**config.mk**
```make
export PLATFORM = sky130hd
export DESIGN_NAME = xy2_100_rx
export DESIGN_NICKNAME = d
export VERILOG_FILES = /design/src/rtl/xy2_100_rx.sv
export SDC_FILE = /design/constraint.sdc
export NUM_CORES = 1
export LEC_CHECK = 0
export ABC_AREA = 1
export BUFFER_PORTS_ARGS = -buffer_cell sky130_fd_sc_hd__buf_2
export CAP_MARGIN = 20
export CORE_MARGIN = 2
export CORE_UTILIZATION = 45
export CTS_BUF_LIST = sky130_fd_sc_hd__clkbuf_8
export DETAILED_ROUTE_END_ITERATION = 10
export PLACE_DENSITY_LB_ADDON = 0.05
export SYNTH_ARGS = -nofsm -noshare
export SYNTH_HDL_FRONTEND = slang
export SYNTH_SLANG_ARGS = --single-unit
```
**constraint.sdc**
```tcl
create_clock -name clk_in -period 2.3 [get_ports clk_in]
set_input_delay 0.46 -clock clk_in [delete_from_list [all_inputs] [get_ports clk_in]]
set_output_delay 0.46 -clock clk_in [all_outputs]
set_load 0.02 [all_outputs]
```
**src/rtl/xy2_100_rx.sv**
```systemverilog
//-----------------------------------------------------------------------------
// xy2_100_rx
//
// Receiver for the XY2-100 galvo command interface. Oversamples the bit clock,
// sync and both data channels in the clk_in domain and de-frames the 20-bit X
// and Y words. Each word must carry a 3'b001 header and have even parity over
// all 20 bits. Accepted 16-bit setpoints go to the position loops. A 16-bit
// status word is serialised back to the host, and link health is reported.
//
// Ports
//   clk_in       20 MHz system clock
//   sys_rstn     asynchronous active-low reset
//   xy_clk       XY2-100 bit clock (~2 MHz, asynchronous to clk_in)
//   xy_sync      frame sync: high for bits 1-19, low for the parity bit
//   xy_x, xy_y   serial X / Y data, MSB first, sampled on xy_clk falling edge
//   status_word  word returned to the host on the status channel
//   xy_status    serial status output, updated on xy_clk rising edge
//   pos_x/pos_y  last accepted X / Y setpoints
//   pos_valid    one-cycle pulse when pos_x / pos_y update
//   frame_err    one-cycle pulse on each rejected frame
//   err_cnt      saturating rejected-frame counter
//   link_up      high while good frames keep arriving within TIMEOUT_CYC
//-----------------------------------------------------------------------------
`timescale 1ns/1ps

module xy2_100_rx #(
    parameter int unsigned SYNC_STAGES = 2,
    parameter int unsigned TIMEOUT_CYC = 2000
) (
    input  logic        clk_in,
    input  logic        sys_rstn,
    input  logic        xy_clk,
    input  logic        xy_sync,
    input  logic        xy_x,
    input  logic        xy_y,
    input  logic [15:0] status_word,
    output logic        xy_status,
    output logic [15:0] pos_x,
    output logic [15:0] pos_y,
    output logic        pos_valid,
    output logic        frame_err,
    output logic [15:0] err_cnt,
    output logic        link_up
);

    localparam int unsigned NSYNC   = (SYNC_STAGES < 2) ? 2 : SYNC_STAGES;
    localparam int unsigned WORD_W  = 20;
    localparam int unsigned DATA_W  = 16;
    localparam int unsigned CNT_W   = 5;
    localparam int unsigned TMO_W   = 16;
    localparam int unsigned ERR_W   = 16;

    localparam logic [CNT_W-1:0] LAST_BIT = CNT_W'(19);
    localparam logic [TMO_W-1:0] TMO_MAX  = TMO_W'(TIMEOUT_CYC);
    localparam logic [ERR_W-1:0] ERR_MAX  = {ERR_W{1'b1}};
    localparam logic [2:0]       HDR      = 3'b001;

    typedef enum logic [1:0] {
        ST_IDLE  = 2'd0,
        ST_DATA  = 2'd1,
        ST_CHECK = 2'd2
    } state_t;

    // ------------------------------------------------------------------
    // Input synchronisers: identical depth keeps all four lines aligned
    // ------------------------------------------------------------------
    logic [NSYNC-1:0] clk_sr;
    logic [NSYNC-1:0] sync_sr;
    logic [NSYNC-1:0] x_sr;
    logic [NSYNC-1:0] y_sr;
    logic             clk_d;

    always_ff @(posedge clk_in or negedge sys_rstn) begin
        if (!sys_rstn) begin
            clk_sr  <= '0;
            sync_sr <= '0;
            x_sr    <= '0;
            y_sr    <= '0;
            clk_d   <= 1'b0;
        end else begin
            clk_sr  <= {clk_sr[NSYNC-2:0],  xy_clk};
            sync_sr <= {sync_sr[NSYNC-2:0], xy_sync};
            x_sr    <= {x_sr[NSYNC-2:0],    xy_x};
            y_sr    <= {y_sr[NSYNC-2:0],    xy_y};
            clk_d   <= clk_sr[NSYNC-1];
        end
    end

    logic clk_s;
    logic sync_s;
    logic x_s;
    logic y_s;
    logic sample_en;
    logic shift_en;

    assign clk_s     = clk_sr[NSYNC-1];
    assign sync_s    = sync_sr[NSYNC-1];
    assign x_s       = x_sr[NSYNC-1];
    assign y_s       = y_sr[NSYNC-1];
    assign sample_en = clk_d & ~clk_s;
    assign shift_en  = ~clk_d & clk_s;

    // ------------------------------------------------------------------
    // Frame checking
    // ------------------------------------------------------------------
    state_t             state;
    logic [WORD_W-1:0]  xsr;
    logic [WORD_W-1:0]  ysr;
    logic [CNT_W-1:0]   bitcnt;
    logic               ovf;
    logic               seen_low;

    logic x_ok;
    logic y_ok;
    logic frame_good;
    logic good_pulse;

    // Header must be 001 and the whole 20-bit word must have even parity
    assign x_ok       = (xsr[WORD_W-1:WORD_W-3] == HDR) & ~(^xsr);
    assign y_ok       = (ysr[WORD_W-1:WORD_W-3] == HDR) & ~(^ysr);
    assign frame_good = (bitcnt == LAST_BIT) & ~ovf & x_ok & y_ok;
    assign good_pulse = (state == ST_CHECK) & frame_good;

    // Frame state machine; advances on sampled bits, CHECK is a single cycle
    always_ff @(posedge clk_in or negedge sys_rstn) begin
        if (!sys_rstn) begin
            state     <= ST_IDLE;
            xsr       <= '0;
            ysr       <= '0;
            bitcnt    <= '0;
            ovf       <= 1'b0;
            seen_low  <= 1'b0;
            pos_x     <= '0;
            pos_y     <= '0;
            pos_valid <= 1'b0;
            frame_err <= 1'b0;
            err_cnt   <= '0;
        end else begin
            pos_valid <= 1'b0;
            frame_err <= 1'b0;

            // A frame only starts after sync has been seen low, so a frame
            // already in flight when reset released is skipped entirely.
            if (sample_en && !sync_s) begin
                seen_low <= 1'b1;
            end

            case (state)
                ST_IDLE: begin
                    if (sample_en && sync_s && seen_low) begin
                        xsr    <= {{(WORD_W-1){1'b0}}, x_s};
                        ysr    <= {{(WORD_W-1){1'b0}}, y_s};
                        bitcnt <= CNT_W'(1);
                        ovf    <= 1'b0;
                        state  <= ST_DATA;
                    end
                end

                ST_DATA: begin
                    if (sample_en) begin
                        if (sync_s) begin
                            if (bitcnt < LAST_BIT) begin
                                xsr    <= {xsr[WORD_W-2:0], x_s};
                                ysr    <= {ysr[WORD_W-2:0], y_s};
                                bitcnt <= bitcnt + CNT_W'(1);
                            end else begin
                                // Too many sync-high bits: freeze and reject
                                ovf <= 1'b1;
                            end
                        end else begin
                            // Sync low marks the parity bit
                            xsr   <= {xsr[WORD_W-2:0], x_s};
                            ysr   <= {ysr[WORD_W-2:0], y_s};
                            state <= ST_CHECK;
                        end
                    end
                end

                ST_CHECK: begin
                    state <= ST_IDLE;
                    if (frame_good) begin
                        pos_x     <= xsr[DATA_W:1];
                        pos_y     <= ysr[DATA_W:1];
                        pos_valid <= 1'b1;
                    end else begin
                        frame_err <= 1'b1;
                        if (err_cnt != ERR_MAX) begin
                            err_cnt <= err_cnt + ERR_W'(1);
                        end
                    end
                end

                default: begin
                    state <= ST_IDLE;
                end
            endcase
        end
    end

    // ------------------------------------------------------------------
    // Link timeout: counts cycles since the last good frame
    // ------------------------------------------------------------------
    logic [TMO_W-1:0] tmo_cnt;
    logic [TMO_W-1:0] tmo_nxt;
    logic             good_seen;

    always_comb begin
        tmo_nxt = tmo_cnt;
        if (good_pulse) begin
            tmo_nxt = '0;
        end else if (tmo_cnt < TMO_MAX) begin
            tmo_nxt = tmo_cnt + TMO_W'(1);
        end
    end

    always_ff @(posedge clk_in or negedge sys_rstn) begin
        if (!sys_rstn) begin
            tmo_cnt   <= '0;
            good_seen <= 1'b0;
            link_up   <= 1'b0;
        end else begin
            tmo_cnt   <= tmo_nxt;
            good_seen <= good_seen | good_pulse;
            // Registered from next-state values so link_up tracks tmo_cnt
            link_up   <= (good_seen | good_pulse) & (tmo_nxt < TMO_MAX);
        end
    end

    // ------------------------------------------------------------------
    // Status channel: reloaded at every frame check, shifted on xy_clk rise
    // ------------------------------------------------------------------
    logic [WORD_W-1:0] ssr;
    logic [WORD_W-1:0] status_load;

    assign status_load = {HDR, status_word, ^{HDR, status_word}};

    always_ff @(posedge clk_in or negedge sys_rstn) begin
        if (!sys_rstn) begin
            ssr       <= '0;
            xy_status <= 1'b0;
        end else if (state == ST_CHECK) begin
            ssr <= status_load;
        end else if (shift_en) begin
            xy_status <= ssr[WORD_W-1];
            ssr       <= {ssr[WORD_W-2:0], 1'b0};
        end
    end

endmodule

```
==> flow_summary.yaml <==
cells_and_area:
  antenna_cells: 0
  drive_above_1_share: 0.1605
  nets: 955
  final_cells: 1152
  area_growth_pct: 15.18
  fillerInstances: 1458
  stdcell_area_um2: 8117
  utilization: 0.5319
timing:
  hold_viol: 0
  fin_tns_setup_ns: 0
  tightest_slew_ns: 0.7591
  worst_slack_ns: 0.2076
  rsz0062_at_grt: "no"
  whs_ns: 0.1112
  min_period_ns: 2.092
  skew_ns: 0.01472
  slew_viol_final: 0
  finalSetupViolations: 0
  post-route-period-util: 0.9097
  fmax_mhz: 477.9
  maxSlewHeadroom: 0.4921
critical_path:
  worst-endpoint-arrival_ns: 2.43
  crit_type: "register to register"
  cp-end-kind: "register"
  critPathMaxFanout: 18
  crit_required_ns: 2.64
  critPathLaunchType: "register"
global_route:
  grt_max_degree: 66
  grt_pass1_vias: 5318
  overflow: 0
  grt_util_all_layers: 0.1818
  grt_pass1_wl_um: 24460
  antenna_found_initial: 0
pwr:
  finalPower_mw: 7.255
  leakagePower_nw: 3.970
  p_per_area_nw_per_um2: 893.8
  vdd_drop_max_v: 0.0004322
job:
  max-cap-violations: 0
place:
  pre_cts_ws_ns: 0.01810
  place_inst: 1121
  io_buffers: 73
  gp_congestion: 0.8396
  placed_cell_area_um2: 7650
  dpl.hpwl_um: 9901
die:
  die_w_um: 129.1
  initial_core_util: 0.4618
  row_count: 45
  ios: 74
  die_h_um: 129.1
  core_area_um2: 15260
  die_area_um2: 16680
outcome:
  status: "completed"
clock_tree:
  cts_buffers: 17
  max-clock-path-buffers: 2
  cts_num_sinks: 147
  h-tree-depth: 4
  clkTransAtPathRegs_ns: 0.08
  clock-root-buffer: "clkbuf_8"
  insertion_delay_ns: 0.45
  cts_tree: "yes"
drt:
  drt-total-wl_um: 14140
  antenna_left: 0
  first_iter_violations: 307
  viasPerCell: 4.830
  wl_per_cell_um: 12.28
  drc: 0
  via_count: 5564
  dr.pass1.iters: 5
synth:
  synth-main-ff-cell: "dfrtp_1"
  synth_seq_area_share: 0.5220
  synth_nets: 878
  syn_area_um2: 7047
  netlist_instances: 853
  synthArstFlopShare: 1.000
  yosysMostFrequentCell: "nand2_1"
  ys_warn_count: 0
  synth.area.top_cells: "dfrtp_1, nand2_1, inv_1"
  synth_common_cells: "nand2_1, dfrtp_1, inv_1, nand3_1, o21ai_0"
  synth_top_area_cell: "dfrtp_1"
  synth-edff-count: 0
  ys_types: 40
  avgSynthCellArea_um2: 8.261
  ys_ff_latch: 147
  synth_top_area_share: 0.5220
worst_hold_path:
  hp-class: "input port to register"
==> metal layers <==
| layer | up-vias | track usage | wire length, µm |
|---|---|---|---|
| met5 | - | 0 | 0 |
| met4 | 0 | 0.06074 | 122 |
| met3 | 11 | 0.04294 | 472 |
| met2 | 83 | 0.2882 | 6607 |
| met1 | 2596 | 0.2473 | 6940 |
| li1 | 2874 | - | - |
==> worst max-delay path, cell delays in order (launching register included) <==
cell	delay (ns)
dfrtp_1	0.41
ha_1	0.25
nand3_1	0.18
nor2_1	0.23
nand2_1	0.08
nor2_1	0.11
nand4_1	0.22
and3_4	0.35
nand2_1	0.10
nand2_1	0.06
==> cell families (layout without fill, tap and decap cells) <==
| logic type | count (synthesis) | count (layout) | synth area share |
|---|---|---|---|
| adder cells (fa/ha/maj) | 3 | 3 | 0.005327 |
| multiplexers | 1 | 1 | 0.001598 |
| AND/OR/NAND/NOR | 396 | 396 | 0.2360 |
| XOR/XNOR | 45 | 45 | 0.05593 |
| flip-flops | 147 | 147 | 0.5220 |
| buffers and inverters | 136 | 224 | 0.08043 |
| AO/OA/AOI/OAI | 125 | 125 | 0.09872 |
==> where the power goes <==
group,switching (mW),internal [mW]
Clock,0.942,1.25
Combinational,1.39,0.585
Sequential,0.205,2.88
Total,2.54,4.72
==> registers in the layout, summed over array words and instances, names as in the netlist <==
| register | count |
|---|---|
| pos_valid | 1 |
| err_cnt | 16 |
| ysr | 20 |
| bitcnt | 5 |
| seen_low | 1 |
| frame_err | 1 |
| xsr | 20 |
| clk_sr | 2 |
| link_up | 1 |
| y_sr | 2 |
| ssr | 20 |
| good_seen | 1 |
| sync_sr | 2 |
| ovf | 1 |
| state | 2 |
| tmo_cnt | 16 |
| clk_d | 1 |
| xy_status | 1 |
| pos_y | 16 |
| pos_x | 16 |
| x_sr | 2 |
==> layout make-up <==
cell class | count | area [µm²] | area share
multi-input combinational | 570 | 2830 | 0.3487
timing repair buffer | 85 | 501.7 | 0.06182
inverter | 109 | 409.1 | 0.05041
sequential | 147 | 3679 | 0.4532
clock buffer | 20 | 275.3 | 0.03391
tap | 211 | 264.0 | 0.03253
clock inverter | 10 | 157.7 | 0.01942
==> timing repair <==
item                       4_1_cts  5_1_grt
buffers inserted                 0        0
hold endpoints to repair        39        0
setup endpoints to repair        4       17
gates resized for setup          1        4
hold buffers                     1        0
==> layout by cell type (no fill, tap or decap), types with 2 or more instances in the layout <==
cell type,netlist,final
a21oi_1,9,9
buf_12,0,3
buf_2,3,72
buf_4,3,8
bufinv_16,0,4
clkbuf_8,0,20
clkinv_2,0,2
clkinvlp_4,0,2
dfrtp_1,147,147
ha_1,3,3
inv_1,92,93
inv_2,16,16
nand2_1,248,248
nand2_2,4,3
nand3_1,64,63
nand4_1,10,10
nor2_1,45,45
nor2_2,4,4
nor3_1,13,12
nor3_2,2,3
o211ai_1,7,7
o21ai_0,48,48
o21ai_1,42,42
o21ai_2,6,6
o221ai_1,2,2
o22ai_1,5,5
o31ai_1,2,2
xnor2_1,19,19
xor2_1,26,26
==> path summary, 6_finish.rpt <==
check                           startpoint          end  slack, ns  depth (start not counted)
worst max-delay path            err_cnt[0]  err_cnt[11]       0.21                          9
worst min-delay path                  xy_x      x_sr[0]       0.11                          1
worst max register to register  err_cnt[0]  err_cnt[11]       0.21                          9
worst min register to register     x_sr[0]      x_sr[1]       0.36                          0
max in group asynchronous         sys_rstn     seen_low       1.18                          3
min in group asynchronous         sys_rstn       ysr[4]       0.49                          2
Power figures use the tool's default switching activity.
